`src/rtl/segre_if_id_fifo.sv`:
```
// IF/ID decoupling buffer: a DEPTH-entry circular queue of {instr, pc} pairs
// between fetch and decode, with valid/ready backpressure and a NOP-injecting flush.
module segre_if_id_fifo #(
    parameter int                   WORD_SIZE = 32,
    parameter int                   ADDR_SIZE = 32,
    parameter int                   DEPTH     = 4,
    parameter logic [WORD_SIZE-1:0] NOP_INSTR = 32'h00000013
) (
    input  logic                         clk_i,
    input  logic                         rsn_i,
    input  logic [WORD_SIZE-1:0]         instr_i,
    input  logic [ADDR_SIZE-1:0]         pc_i,
    input  logic                         valid_if_i,
    output logic                         ready_if_o,
    input  logic                         block_id_i,
    input  logic                         inject_nops_i,
    output logic [WORD_SIZE-1:0]         instr_o,
    output logic [ADDR_SIZE-1:0]         pc_o,
    output logic                         valid_id_o,
    output logic [$clog2(DEPTH+1)-1:0]   count_o
);

    localparam int PTR_W = $clog2(DEPTH);
    localparam int CNT_W = $clog2(DEPTH+1);

    logic [WORD_SIZE-1:0] instr_mem_q [DEPTH];
    logic [ADDR_SIZE-1:0] pc_mem_q    [DEPTH];

    logic [PTR_W-1:0]     wr_ptr_q, wr_ptr_d;
    logic [PTR_W-1:0]     rd_ptr_q, rd_ptr_d;
    logic [CNT_W-1:0]     count_q, count_d;
    logic [ADDR_SIZE-1:0] pc_hold_q, pc_hold_d;

    logic push;
    logic pop;

    assign ready_if_o = (count_q != CNT_W'(DEPTH));
    assign valid_id_o = (count_q != '0);
    assign instr_o    = valid_id_o ? instr_mem_q[rd_ptr_q] : NOP_INSTR;
    assign pc_o       = valid_id_o ? pc_mem_q[rd_ptr_q]    : pc_hold_q;
    assign count_o    = count_q;

    assign push = valid_if_i && ready_if_o && !inject_nops_i;
    assign pop  = valid_id_o && !block_id_i && !inject_nops_i;

    always_comb begin
        wr_ptr_d  = wr_ptr_q;
        rd_ptr_d  = rd_ptr_q;
        count_d   = count_q;
        pc_hold_d = pc_hold_q;

        if (inject_nops_i) begin
            // Hold the visible PC so decode sees a stable pc_o across the flush.
            count_d   = '0;
            rd_ptr_d  = wr_ptr_q;
            pc_hold_d = pc_o;
        end else begin
            if (push) begin
                wr_ptr_d = wr_ptr_q + PTR_W'(1);
            end
            if (pop) begin
                rd_ptr_d  = rd_ptr_q + PTR_W'(1);
                pc_hold_d = pc_mem_q[rd_ptr_q];
            end
            case ({push, pop})
                2'b10:   count_d = count_q + CNT_W'(1);
                2'b01:   count_d = count_q - CNT_W'(1);
                default: count_d = count_q;
            endcase
        end
    end

    always_ff @(posedge clk_i or negedge rsn_i) begin
        if (!rsn_i) begin
            wr_ptr_q  <= '0;
            rd_ptr_q  <= '0;
            count_q   <= '0;
            pc_hold_q <= '0;
        end else begin
            wr_ptr_q  <= wr_ptr_d;
            rd_ptr_q  <= rd_ptr_d;
            count_q   <= count_d;
            pc_hold_q <= pc_hold_d;
        end
    end

    // Storage needs no reset: stale entries are always masked by count.
    always_ff @(posedge clk_i) begin
        if (push) begin
            instr_mem_q[wr_ptr_q] <= instr_i;
            pc_mem_q[wr_ptr_q]    <= pc_i;
        end
    end

endmodule

```
`config.mk`:
```
export PLATFORM = sky130hd
export DESIGN_NAME = segre_if_id_fifo
export DESIGN_NICKNAME = d
export VERILOG_FILES = /design/src/rtl/segre_if_id_fifo.sv
export SDC_FILE = /design/constraint.sdc
export NUM_CORES = 1
export LEC_CHECK = 0
export ABC_AREA = 0
export BUFFER_PORTS_ARGS = -buffer_cell sky130_fd_sc_hd__buf_2
export CAP_MARGIN = 10
export CORE_MARGIN = 1.5
export CORE_UTILIZATION = 45
export CTS_BUF_LIST = sky130_fd_sc_hd__clkbuf_2 sky130_fd_sc_hd__clkbuf_4 sky130_fd_sc_hd__clkbuf_8
export DETAILED_ROUTE_END_ITERATION = 8
export PLACE_DENSITY = 0.69
export SLEW_MARGIN = 0
export SYNTH_ARGS = -nofsm -noshare
export SYNTH_HDL_FRONTEND = slang
export SYNTH_SLANG_ARGS = --single-unit
```
`constraint.sdc`:
```
create_clock -name clk_i -period 3.38 [get_ports clk_i]
set_input_delay 0.676 -clock clk_i [delete_from_list [all_inputs] [get_ports clk_i]]
set_output_delay 0.676 -clock clk_i [all_outputs]
set_load 0.01 [all_outputs]
```
==> impl_metrics.ini <==
[cts]
cts_made_buffers = 48
clkLatencyLatePin_ns = 0.54
cts_setup_buffers = 0
clk_root_buffer_cell = clkbuf_8
cts_tree = yes
holdBufCountCts = 0
ctsResizeCount = 1
clkTransAtPathRegs_ns = 0.06
cts_sinks = 295
htree_levels = 2
cts_buffer_depth = 3

[layout]
drive_gt1_share_pct = 49.5
syn2layout_area_growth_pct = 18.7
final_nets = 782
n_fill_cell = 1956

[setup_path]
path_max_fanout = 22
end_kind = output pin
cp.arrival_ns = 2.53
start_kind = register
criticalPathCategory = register to output pin
crit_required_ns = 2.70
path_cells = buf_12 > mux4_2 > mux2_2 > buf_2
cpMaxStageDelayCell = dfrtp_4
slowest_delay_ns = 0.69
reg2reg_slack_ns = 0.84

[place]
routabilityCongestion = 0.733
io_buffers = 137
dpl.hpwl_um = 13500

[logic_synthesis]
ys.flop_type = edfxtp_1
avgSynthCellArea_um2 = 21.5
synth_area_leader_cell = edfxtp_1
synthArstFlopShare_pct = 13.2
syn-num-nets = 611
synth_common_cells = edfxtp_1, mux4_2, mux2_2, dfrtp_1, and2_1
ys_ff_latch = 295
netlist_area_um2 = 11500
ys_types = 35
synthCells = 537
yosys-top-cells-area = edfxtp_1, mux4_2, dfrtp_1
seq_area_frac_synth_pct = 75.1
synth_top_area_share_pct = 66.6
yosys_warnings = 0
synth.most_common_cell = edfxtp_1
synth-edff-count = 256

[drt]
avgRoutedWirePerCell_um = 21.1
antenna_left = 0
wl_um = 22700
via_per_inst = 5.29
num_vias = 5689
drc_errors = 0
first_pass_iters = 4
initialDrtViolationCount = 377

[timing]
period_needed_ns = 3.20
relSlewSlack_pct = 30.2
hold_slack_ns = 0.321
fin_skew_ns = 0.0146
worst_pin_slew_ns = 1.05
hold_viol = 0
setup_viol = 0
slew_violations = 0
fin_crit_sh_pct = 94.8
rsz0062_at_grt = false
fin_tns_setup_ns = 0
fmax_ghz = 0.312

[pwr]
power_leakage_nw = 4.87
ir_drop_mv = 0.391
power.density_nw_per_um2 = 797

[global_routing]
grt_first_pass_wirelength_um = 35200
antenna_found_initial = 1
gr-total-overflow = 0
grt_max_degree = 45
grt_pass1_vias = 6375
grt_use_total_pct = 17.7

[die]
die_y_um = 163
coreArea_um2 = 25200
io_pins = 138
fp.dieW_um = 163
floorplan.initialDensity_pct = 45.8
row_count = 58
dieArea_um2 = 26600

[worst_hold_path]
worstHoldPathType = input pin to asynchronous set/reset pin

[run_status]
status = finished, final reports clean

[run]
cap_violations = 0
## worst paths after layout
check,start,endpoint,cells after the start
setup / recovery,rd_ptr_q[0]$_DFFE_PN0P_,pc_o[18],4
hold / removal,rsn_i,pc_hold_q[12]$_DFFE_PN0P_,1
setup reg to reg,count_o[0]$_DFFE_PN0P_,count_o[2]$_DFFE_PN0P_,7
hold reg to reg,pc_hold_q[22]$_DFFE_PN0P_,pc_hold_q[22]$_DFFE_PN0P_,1
max in group asynchronous,rsn_i,rd_ptr_q[1]$_DFFE_PN0P_,1
min in group clk_i,pc_i[26],pc_mem_q[0][26]$_DFFE_PP_,1
## power by group
| group | internal, W | switching, W |
|---|---|---|
| Sequential | 0.00453 | 0.000352 |
| Clock | 0.00186 | 0.00133 |
| Combinational | 0.00152 | 0.00133 |
## cells by family (layout without fill, tap and decap cells)
| kind of cell | count (synthesis) | count (layout) | share of synthesized area (%) |
|---|---|---|---|
| muxes | 129 | 129 | 18.8 |
| adders and majority gates | 5 | 5 | 0.607 |
| other | 0 | 1 | 0 |
| buffers and inverters | 31 | 239 | 1.38 |
| and+or+nand+nor | 59 | 59 | 3.03 |
| DFF | 295 | 295 | 75.1 |
| AOI/OAI and AO/OA | 14 | 14 | 0.770 |
| xor gates and xnor gates | 4 | 4 | 0.304 |
## registers in the layout, summed over array words and instances, names as in the netlist
name,flops
count_o,3
instr_mem_q,128
pc_hold_q,32
pc_mem_q,128
rd_ptr_q,2
wr_ptr_q,2
## metal layers
metal	track usage, %	part of all wire, %	wire (um)
met5	0	0	0
met4	5.09	1.7	389
met3	3.73	5.6	1260
met2	30.2	50	11400
met1	23.1	43	9640
## final cells by class
cell class,count,area [um^2],area share (%)
timing repair buffer,148,843,6.15
antenna,1,2.50,0.0183
inverter,4,17.5,0.128
sequential,295,8670,63.3
tap,330,413,3.01
clock inverter,14,116,0.849
multi-input combinational,211,2730,20.0
clock buffer,73,905,6.60
## cell usage in the layout, fill, tap and decap left out, types with 2 or more instances in the layout
cell,n
edfxtp_1,256
buf_2,137
mux4_2,64
mux2_2,63
clkbuf_8,57
dfrtp_1,37
and2_1,29
clkbuf_4,16
clkinv_2,9
nand2_1,7
o21ai_0,6
buf_12,6
nor2_1,5
buf_4,5
and2_4,4
xnor2_1,4
ha_1,4
inv_1,3
or2_1,3
clkinv_1,3
and3_1,2
mux2_1,2
nor2b_1,2
a21oi_1,2
nand3_1,2
bufinv_16,2
dfrtp_4,2
## worst max-delay path: cells and delay by family, from the launching register on
kind / cells / cell delay [ns]
mux: 2 / 0.86
flops: 1 / 0.69
buf+inv: 2 / 0.43
## per-stage QoR
stage	instance area, um^2	utilization [%]	power, W	setup WS (ns)	instances
6_report	13700	54.4	0.0109	0.176	1076
5_1_grt	13700	54.4	0.0115	0.00761	1075
4_1_cts	13700	54.4	0.0111	0.101	1075
3_5_place_dp	12700	50.3	0.00788	0.555	988
3_3_place_gp	12700	50.3	0.00777	0.665	988
2_1_floorplan	11500	-	0.00686	0.149	537
Power figures use the tool's default switching activity.
